### src/rtl/ledpanel_pkg.sv
// Shared types and constants for the LED panel frame-buffer scheduler.
package ledpanel_pkg;

  localparam int unsigned LP_PIX_AW        = 10;
  localparam logic [15:0] LP_CTRL_ADDR     = 16'h1000;
  localparam logic [15:0] LP_FRAMECNT_ADDR = 16'h1004;

  typedef struct packed {
    logic [3:0] r;
    logic [3:0] g;
    logic [3:0] b;
  } lp_rgb444_t;

  typedef enum logic {
    LP_GNT_CPU,
    LP_GNT_BLIT
  } lp_gnt_e;

endpackage

### src/rtl/ledpanel_rgb_quant.sv
// RGB888 -> RGB444 converter; LEDPANEL_GAMMA_EN selects a squared (gamma ~2) curve.
module ledpanel_rgb_quant
  import ledpanel_pkg::*;
(
  input  logic [23:0] i_rgb,
  output lp_rgb444_t  o_rgb
);

  function automatic logic [3:0] quant(input logic [7:0] c);
`ifdef LEDPANEL_GAMMA_EN
    logic [15:0] p;
    p = 16'(c) * 16'(c);
    return p[15:12];
`else
    return c[7:4];
`endif
  endfunction

  always_comb begin
    o_rgb.r = quant(i_rgb[23:16]);
    o_rgb.g = quant(i_rgb[15:8]);
    o_rgb.b = quant(i_rgb[7:0]);
  end

endmodule

### src/rtl/ledpanel_fb_sched.sv
// Video-memory write scheduler: CPU/blitter round-robin arbitration, double-buffered
// page flip on frame boundaries, frame counter. Optional macro: LEDPANEL_GAMMA_EN.
module ledpanel_fb_sched
  import ledpanel_pkg::*;
#(
  parameter int unsigned PIX_AW     = LP_PIX_AW,
  parameter int unsigned FRAMECNT_W = 16
) (
  input  logic              clk,
  input  logic              reset,
  input  logic              ctrl_wr,
  input  logic              ctrl_rd,
  input  logic [15:0]       ctrl_addr,
  input  logic [31:0]       ctrl_wdat,
  output logic [31:0]       ctrl_rdat,
  output logic              ctrl_done,
  input  logic              bl_valid,
  output logic              bl_ready,
  input  logic [PIX_AW-1:0] bl_addr,
  input  logic [23:0]       bl_rgb,
  input  logic              frame_start,
  output logic              vm_we,
  output logic [PIX_AW:0]   vm_addr,
  output logic [11:0]       vm_rgb,
  output logic              scan_page
);

  logic                  r_vm_we;
  logic [PIX_AW:0]       r_vm_addr;
  lp_rgb444_t            r_vm_rgb;
  logic                  r_ctrl_done;
  logic [31:0]           r_ctrl_rdat;
  logic                  r_scan_page;
  logic                  r_flip_pending;
  logic [FRAMECNT_W-1:0] r_framecnt;
  lp_gnt_e               r_last_grant;
  lp_gnt_e               w_next_grant;

  logic                  w_is_pix;
  logic                  w_a_req;
  logic                  w_reg_req;
  logic                  w_gnt_a;
  logic                  w_gnt_b;
  logic                  w_flip_req;
  logic [PIX_AW-1:0]     w_pix_idx;
  logic [23:0]           w_rgb24;
  lp_rgb444_t            w_q;
  logic [31:0]           w_rdat;
  logic                  w_unused;

  // The done pulse masks the still-held request so it is not serviced twice.
  assign w_is_pix  = ctrl_wr && (ctrl_addr[15:12] == 4'h0);
  assign w_a_req   = w_is_pix && !r_ctrl_done;
  assign w_reg_req = (ctrl_wr || ctrl_rd) && !w_is_pix && !r_ctrl_done;
  assign w_flip_req = w_reg_req && ctrl_wr && (ctrl_addr == LP_CTRL_ADDR) && ctrl_wdat[0];
  assign w_unused  = ^ctrl_wdat[31:24];

  always_comb begin
    w_gnt_a      = 1'b0;
    w_gnt_b      = 1'b0;
    w_next_grant = r_last_grant;
    if (w_a_req && (!bl_valid || r_last_grant == LP_GNT_BLIT)) begin
      w_gnt_a      = 1'b1;
      w_next_grant = LP_GNT_CPU;
    end else if (bl_valid) begin
      w_gnt_b      = 1'b1;
      w_next_grant = LP_GNT_BLIT;
    end
  end

  always_ff @(posedge clk) begin
    if (reset) r_last_grant <= LP_GNT_BLIT;
    else       r_last_grant <= w_next_grant;
  end

  assign bl_ready  = w_gnt_b;
  assign w_pix_idx = w_gnt_a ? ctrl_addr[PIX_AW+1:2] : bl_addr;
  assign w_rgb24   = w_gnt_a ? ctrl_wdat[23:0] : bl_rgb;

  ledpanel_rgb_quant u_quant (
    .i_rgb (w_rgb24),
    .o_rgb (w_q)
  );

  always_comb begin
    w_rdat = '0;
    if (w_reg_req && ctrl_rd && !ctrl_wr) begin
      if (ctrl_addr == LP_CTRL_ADDR)
        w_rdat = {30'b0, r_flip_pending, r_scan_page};
      else if (ctrl_addr == LP_FRAMECNT_ADDR)
        w_rdat = 32'(r_framecnt);
    end
  end

  always_ff @(posedge clk) begin
    if (reset) begin
      r_vm_we        <= 1'b0;
      r_vm_addr      <= '0;
      r_vm_rgb       <= '0;
      r_ctrl_done    <= 1'b0;
      r_ctrl_rdat    <= '0;
      r_scan_page    <= 1'b0;
      r_flip_pending <= 1'b0;
      r_framecnt     <= '0;
    end else begin
      r_vm_we <= w_gnt_a | w_gnt_b;
      if (w_gnt_a || w_gnt_b) begin
        r_vm_addr <= {~r_scan_page, w_pix_idx};
        r_vm_rgb  <= w_q;
      end
      r_ctrl_done <= w_gnt_a | w_reg_req;
      r_ctrl_rdat <= w_rdat;
      if (frame_start) r_framecnt <= r_framecnt + 1'b1;
      // A flip only takes effect on a boundary where it was already pending.
      if (frame_start && r_flip_pending) begin
        r_scan_page    <= ~r_scan_page;
        r_flip_pending <= 1'b0;
      end else if (w_flip_req) begin
        r_flip_pending <= 1'b1;
      end
    end
  end

  assign vm_we     = r_vm_we;
  assign vm_addr   = r_vm_addr;
  assign vm_rgb    = r_vm_rgb;
  assign ctrl_done = r_ctrl_done;
  assign ctrl_rdat = r_ctrl_rdat;
  assign scan_page = r_scan_page;

endmodule

### config.mk
export PLATFORM = sky130hd
export DESIGN_NAME = ledpanel_fb_sched
export DESIGN_NICKNAME = d
export VERILOG_FILES = /design/src/rtl/ledpanel_pkg.sv /design/src/rtl/ledpanel_rgb_quant.sv /design/src/rtl/ledpanel_fb_sched.sv
export SDC_FILE = /design/constraint.sdc
export NUM_CORES = 1
export LEC_CHECK = 0
export ABC_AREA = 1
export ABC_CLOCK_PERIOD_IN_PS = 1600
export CORE_ASPECT_RATIO = 1.1
export CORE_MARGIN = 2
export CORE_UTILIZATION = 41
export CTS_BUF_LIST = sky130_fd_sc_hd__clkbuf_2
export DETAILED_ROUTE_END_ITERATION = 6
export PLACE_DENSITY = 0.84
export RECOVER_POWER = 100
export SYNTH_ARGS = -nofsm -noshare
export SYNTH_HDL_FRONTEND = slang
export SYNTH_SLANG_ARGS = --single-unit
### constraint.sdc
create_clock -name clk -period 1.6 [get_ports clk]
set_input_delay 0.32 -clock clk [delete_from_list [all_inputs] [get_ports clk]]
set_output_delay 0.32 -clock clk [all_outputs]
set_load 0.05 [all_outputs]
==> qor.txt, run 1 <==
Sw frac - 31.5%
Non-filler cells, final - 612
Final period util - 104%
Synthesized area per cell - 7.10 um^2
Hold Path Depth - 5
Crit Path Class - in2out
RR Endpoint - vm_addr[6]$_SDFFE_PP0P_
Number of hold buffers added after cts - 0
Via/cell ratio - 4.63
Post-DR wirelength/cell - 11.0 um
Worst EP arrival - 1340 ps
Vias in the first global route - 2,638
Switching pwr - 979 uW
First-pass GRT wire length - 11,200 um
Max Cap Viol - 0
Post-route DRC - 0
Hold WC Path Type - in2reg
Worst endpoint required time - 1280 ps
Final Power - 3.11 mW
Area leader, netlist - dfxtp_1
CTS buffer count - 9
Post-synth EDFFs - 0
Synth top cells by count - nand2_1 (92), nor2_1 (69), dfxtp_1 (60)
DR vias - 2,836
DIE HEIGHT - 91.3 um
RSZ-0062 raised after global routing - true
Overall Global Routing Usage - 18.2%
Top Ports - 147
Largest net degree at the start of global routing - 26
Final hold violation count - 0
Yosys warns - 0
# rows - 31
Reg-to-reg critical path startpoint - ctrl_done$_SDFF_PP0_
Layout area overhead - 39.0%
CTS sink count - 60
Cell area power density - 787 mW/mm^2
Synth Register Bits - 60
Ys flop type - dfxtp_1
Yosys cell types - 32
P_leak - 1.92 nW
R2r worst-path depth - 10
CTS tree - yes
Reg power frac - 50.5%
Antenna Nets Post-Route - 0
# diodes - 0
Worst Hold Endpoint - vm_rgb[3]$_SDFFE_PP0P_
Hold Startpoint - ctrl_wdat[7]
Peak supply drop - 0.000406 V
Root buf cell - clkbuf_2
Worst R2R Setup Slack - 120 ps
Int Power - 2.13 mW
Die area - 0.00761 mm^2
Final setup viols - 1
Fin. max-slew vios - 0
Outcome - complete, but fails checks
Synthesized area - 0.00284 mm^2
Net count of the finished layout - 615
Iter 0 DRT Violations - 74
Seq/Total Area, Yosys - 42.3%
DP Wirelength - 5290 um
Clk pwr share - 28.3%
Clk_lat worst skew - 470 ps
Top area cells in the synthesized netlist - dfxtp_1 (42%), nand2_1 (12%), nor2_1 (9.1%)
Initial Utilization - 42.8%
Critical path endpoint category - primary output
Clk_skew - 18.3 ps
Period minus WS final - 1660 ps
Initial antenna violation count - 0
Final wirelength - 6740 um
Die width - 83.4 um
Clk slew on worst S/H paths - 180 ps
H-tree depth - 3
Fmax - 602 MHz
First drt pass iteration count - 6
Placed cells - 592
Crit path max fanout - 2
GR Overflow Total - 0
I/O Buffers - 99
Post-Syn Instances - 400
Post-synth top area share - 42.3%
Startpoint Class - input pin
Comb power frac - 21.3%
Core Box Area - 0.00663 mm^2
Failing checks - setup timing
GPL Wtd Cong - 0.895
Share of layout cells above drive strength 1 - 21.5%
CTS max path bufs - 2
Async SR Flop Fraction - 0%
Final worst slack - -60.2 ps
Top-count cell post-synth - nand2_1
-- area by class of cell --
cell class              instances  area [um^2]
repair buffers                130         1060
multi-input cells             270         1280
clock inverters                 6         56.3
fillers                       630         2680
inverters                      55          206
flip-flops and latches         60         1200
well taps                      82          103
clock buffers                   9         45.0
-- cells by family after synthesis --
kind of cell	after synthesis	synth area share, %
other cells	1	0.132
flops	60	42.3
buf+inv	85	15.1
compound gates	41	9.03
fa+ha+maj	1	0.440
xor+xnor	1	0.308
simple gates	211	32.7
-- layout by cell type, fill, tap and decap left out, types with 3 or more instances in the layout --
master / Yosys / final
nand2_1: 92 / 90
nand4_1: 18 / 18
nor2_2: 2 / 3
clkbuf_2: 0 / 47
nand3_1: 15 / 15
dlygate4sd2_1: 0 / 4
a21oi_1: 14 / 14
nor2_1: 69 / 68
buf_4: 18 / 26
clkinv_2: 0 / 3
nor3_1: 4 / 4
o21ai_0: 12 / 12
o21ai_1: 3 / 3
dfxtp_1: 60 / 58
nand2_2: 2 / 3
inv_2: 2 / 3
o21ai_2: 9 / 9
conb_1: 1 / 16
inv_1: 53 / 52
buf_12: 0 / 3
clkdlybuf4s50_1: 0 / 49
-- repair_timing --
action | in CTS | in global routing
endpoints found under the setup margin | 1 | 18
pin swaps | 2 | 0
setup buffers | 4 | 1
resized for setup | 13 | 7
-- power groups by stage --
| stage | Combinational [mW] | Clock [mW] | Sequential [mW] |
|---|---|---|---|
| after floorplan | 0.287 | 0 | 1.73 |
| after global placement | 0.663 | 0 | 1.60 |
| after detailed placement | 0.673 | 0 | 1.60 |
| after CTS | 0.686 | 0.908 | 1.57 |
| after global routing | 0.710 | 0.971 | 1.58 |
| final | 0.661 | 0.879 | 1.57 |
-- how the worst max path moves through the flow --
stage / startpoint / end / slack, ps / cells past startpoint
3_3_place_gp: ctrl_addr[14] / vm_addr[6]$_SDFFE_PP0P_ / -340 / 7
5_1_grt: ctrl_done$_SDFF_PP0_ / bl_ready / -150 / 6
6_report: ctrl_addr[14] / bl_ready / -60 / 9
2_1_floorplan: ctrl_done$_SDFF_PP0_ / bl_ready / 50 / 5
3_5_place_dp: ctrl_addr[12] / vm_rgb[7]$_SDFFE_PP0P_ / -390 / 7
4_1_cts: ctrl_done$_SDFF_PP0_ / bl_ready / -70 / 6
-- flip-flops by register name, summed over array words and instances, names as in the netlist --
signal,flops
ctrl_done,1
vm_we,1
vm_rgb,12
scan_page,1
vm_addr,11
r_last_grant,1
ctrl_rdat,16
r_framecnt,16
r_flip_pending,1
-- stage by stage --
step	cell area, um^2	setup slack, ps	setup TNS [ps]	hold WS (ps)	utilization [%]
after floorplan	2900	47.9	0	421	-
after CTS	4040	-72.1	-72.1	428	60.9
after detailed placement	3890	-389	-12100	435	58.7
after global routing	3950	-147	-363	438	59.5
after global placement	3890	-343	-10980	433	58.7
final	3950	-60.2	-60.2	455	59.5
-- routing by layer --
| metal | vias up | track usage [%] | wire length [um] |
|---|---|---|---|
| met5 | - | 0 | 0 |
| met2 | 113 | 30.7 | 3400 |
| met1 | 1236 | 20.9 | 2720 |
| li1 | 1470 | - | - |
| met4 | 0 | 10.2 | 168 |
| met3 | 17 | 4.45 | 452 |
-- critical path, cell delays in order --
cell and delay [ps]:
clkdlybuf4s15_1 240, nor2_4 140, buf_4 110, nand2_2 60, nor2_4 140, nand3_4 90, nand2_4 70, inv_2 40
buf_8 140
Note: power is estimated with default switching activity, not from simulation.
==> inputs of run 2 (changes only) <==
--- a/config.mk
+++ b/config.mk
@@ -14,6 +14,7 @@
 export DETAILED_ROUTE_END_ITERATION = 6
 export PLACE_DENSITY = 0.84
 export RECOVER_POWER = 100
+export SLEW_MARGIN = 20
 export SYNTH_ARGS = -nofsm -noshare
 export SYNTH_HDL_FRONTEND = slang
 export SYNTH_SLANG_ARGS = --single-unit
==> results of run 2 <==
Same layout as run 1: the final DEF is identical, and so are final timing and power.
==> inputs of run 3 (changes only) <==
--- a/config.mk
+++ b/config.mk
@@ -6,13 +6,12 @@
 export NUM_CORES = 1
 export LEC_CHECK = 0
 export ABC_AREA = 1
-export ABC_CLOCK_PERIOD_IN_PS = 1600
 export CORE_ASPECT_RATIO = 1.1
 export CORE_MARGIN = 2
-export CORE_UTILIZATION = 41
+export CORE_UTILIZATION = 25
 export CTS_BUF_LIST = sky130_fd_sc_hd__clkbuf_2
 export DETAILED_ROUTE_END_ITERATION = 6
-export PLACE_DENSITY = 0.84
+export PLACE_DENSITY = 0.56
 export RECOVER_POWER = 100
 export SLEW_MARGIN = 20
 export SYNTH_ARGS = -nofsm -noshare
==> run 3 against run 2 <==
The flow still finishes with violations (setup timing). Sequential share of layout area decreased by 1.8 points. Global-route usage fell by 5.6 points. Register-to-register slack gained 30 ps. Final cell count rose by 12%. Critical path type unchanged. Largest cell class unchanged. Highest routed layer unchanged.
==> qor.txt, run 3 (synthesized netlist as in run 1, its figures left out) <==
Switching pwr - 1.03 mW (+5.0%)
Fmax - 597 MHz (-0.82%)
RSZ-0062 raised after global routing - true
Relative slew slack - 64.8%
Iter 0 DRT Violations - 69 (-6.8%)
I/O Buffers - 99 (unchanged)
Register area - 0.00120 mm^2 (+0.10%)
Root buf cell - clkbuf_2
Die area - 0.0122 mm^2 (+61%)
Hold WC Path Type - in2reg
Post-route DRC - 0 (unchanged)
Final setup viols - 1 (unchanged)
Outcome - complete, but fails checks
GR Overflow Total - 0 (unchanged)
Initial antenna violation count - 1 (+1)
# rows - 40 (+29%)
Multi-input logic area - 0.00128 mm^2 (-0.20%)
Final wirelength - 7370 um (+9.3%)
Worst Tran Pin Value - 527 ps
Net count of the finished layout - 623 (+1.3%)
Crit path largest cell delay - 260 ps (+20 ps)
DP Wirelength - 5830 um (+10%)
Worst endpoint required time - 1280 ps (about the same)
Most frequent cells in the layout - nand2_1 (90), buf_4 (73), nor2_1 (67)
Clk slew on worst S/H paths - 190 ps (about the same)
Final hold violation count - 0 (unchanged)
Startpoint Class - input pin
Core Box Area - 0.0110 mm^2 (+66%)
CTS buffer count - 9 (unchanged)
CTS sink count - 60 (unchanged)
CTS tree - yes
Initial Utilization - 25.8% (-17 points)
Comb power frac - 23.1% (+1.8 points)
First-pass GRT wire length - 12,100 um (+8.5%)
CP top delay family - buffers and inverters
Final worst slack - -74.0 ps (-13.8 ps)
CP Buf/Inv Count - 4 (unchanged)
Placed cells - 663 (+12%)
CTS max path bufs - 2 (unchanged)
Reg power frac - 51.4% (+0.9 points)
Clk pwr share - 25.4% (-2.9 points)
Non-filler cells, final - 687 (+12%)
DIE HEIGHT - 116 um (+27%)
Sequence of cells on the critical path - dlygate4sd2_1 > nor2_4 > buf_4 > nand2_2 > nor2_4 > nand3_4 > nand2_2 > inv_2 > buf_8
Via/cell ratio - 4.10 (-11%)
Int Power - 2.03 mW (-4.9%)
Sw frac - 33.7% (+2.2 points)
Final Power - 3.05 mW (-1.8%)
Worst EP arrival - 1350 ps (about the same)
Die width - 106 um (+27%)
GPL Wtd Cong - 0.843 (-5.9%)
Critical path endpoint category - primary output
Fin. max-slew vios - 0 (unchanged)
P_leak - 1.98 nW (+3.4%)
Peak supply drop - 0.000248 V (-39%)
Critical path's slowest cell - dlygate4sd2_1
Most common cell after layout, fill and taps aside - nand2_1
Fill cells - 1,226 (+95%)
Antenna Nets Post-Route - 0 (unchanged)
Period minus WS final - 1670 ps (+13.8 ps)
Crit Path Class - in2out
DR vias - 2,819 (-0.60%)
Top Ports - 147 (unchanged)
Post-DR wirelength/cell - 10.7 um (-2.7%)
First drt pass iteration count - 4 (-2)
Largest net degree at the start of global routing - 20 (-23%)
Max Cap Viol - 0 (unchanged)
Layout area overhead - 47.7%
Number of hold buffers added after cts - 0 (unchanged)
Vias in the first global route - 2,742 (+3.9%)
Clk_lat worst skew - 480 ps (about the same)
Share of layout cells above drive strength 1 - 23.4% (+1.9 points)
Overall Global Routing Usage - 12.6% (-5.6 points)
Final period util - 105% (+0.86 points)
Placement Setup Slack - -521 ps (-132 ps)
Crit path max fanout - 3 (+1)
Cell area power density - 728 mW/mm^2 (-7.5%)
Failing checks - setup timing
H-tree depth - 3 (unchanged)
Clk_skew - 31.9 ps (+13.6 ps)
-- run 3: final timing paths --
| path | from | to | slack [ps] | cells after the start |
|---|---|---|---|---|
| max | ctrl_addr[15] | bl_ready | -70 | 9 |
| min | bl_addr[9] | vm_addr[9]$_SDFFE_PP0P_ | 450 | 5 |
| max reg2reg | ctrl_done$_SDFF_PP0_ | ctrl_rdat[11]$_SDFF_PP0_ | 150 | 8 |
| min reg2reg | r_framecnt[15]$_SDFFE_PP0P_ | ctrl_rdat[15]$_SDFF_PP0_ | 450 | 2 |
-- run 3: metal layers --
metal | track usage (%) | wire length [um]
met3 | 3.77 | 461
met1 | 14.5 | 3130
met2 | 21.2 | 3620
met4 | 6.58 | 157
met5 | 0 | 0
-- run 3: what timing repair did --
action,4_1_cts,5_1_grt
resized for setup,14,5
setup endpoints to repair,4,26
endpoints found under the hold margin,0,0
pin swaps,2,1
setup buffers,5,2
-- run 3: layout make-up --
class,count,area share [%]
multi-input cells,270,30.4
repair buffers,138,29.4
flip-flops and latches,60,28.7
inverters,55,4.92
well taps,147,4.39
clock buffers,9,1.07
clock inverters,7,1.04
diodes,1,0.0597
-- run 3: power by group through the flow --
| stage | Clock (mW) | Sequential [mW] | Combinational, mW |
|---|---|---|---|
| floorplan | 0 | 1.73 | 0.287 |
| global placement | 0 | 1.60 | 0.687 |
| detailed placement | 0 | 1.60 | 0.694 |
| CTS | 0.821 | 1.57 | 0.710 |
| global route | 0.918 | 1.58 | 0.759 |
| finish | 0.777 | 1.57 | 0.707 |
-- run 3: per-stage QoR --
step	hold slack (ps)	instance area, um^2	util, %	TNS (ps)
floorplan	421	2900	-	0
global placement	438	4030	36.6	-14500
detailed placement	441	4030	36.6	-16180
CTS	388	4170	37.9	-113
global route	390	4190	38.1	-253
finish	445	4190	38.1	-74.0
-- run 3: worst reg2reg max path, cell delays in order, from the launching register on --
cell      delay, ps
dfxtp_2         370
inv_2            70
buf_8           100
buf_4           170
nand3b_1        110
nor2_2          160
nand3_2         140
buf_12          170
nor2_1           90
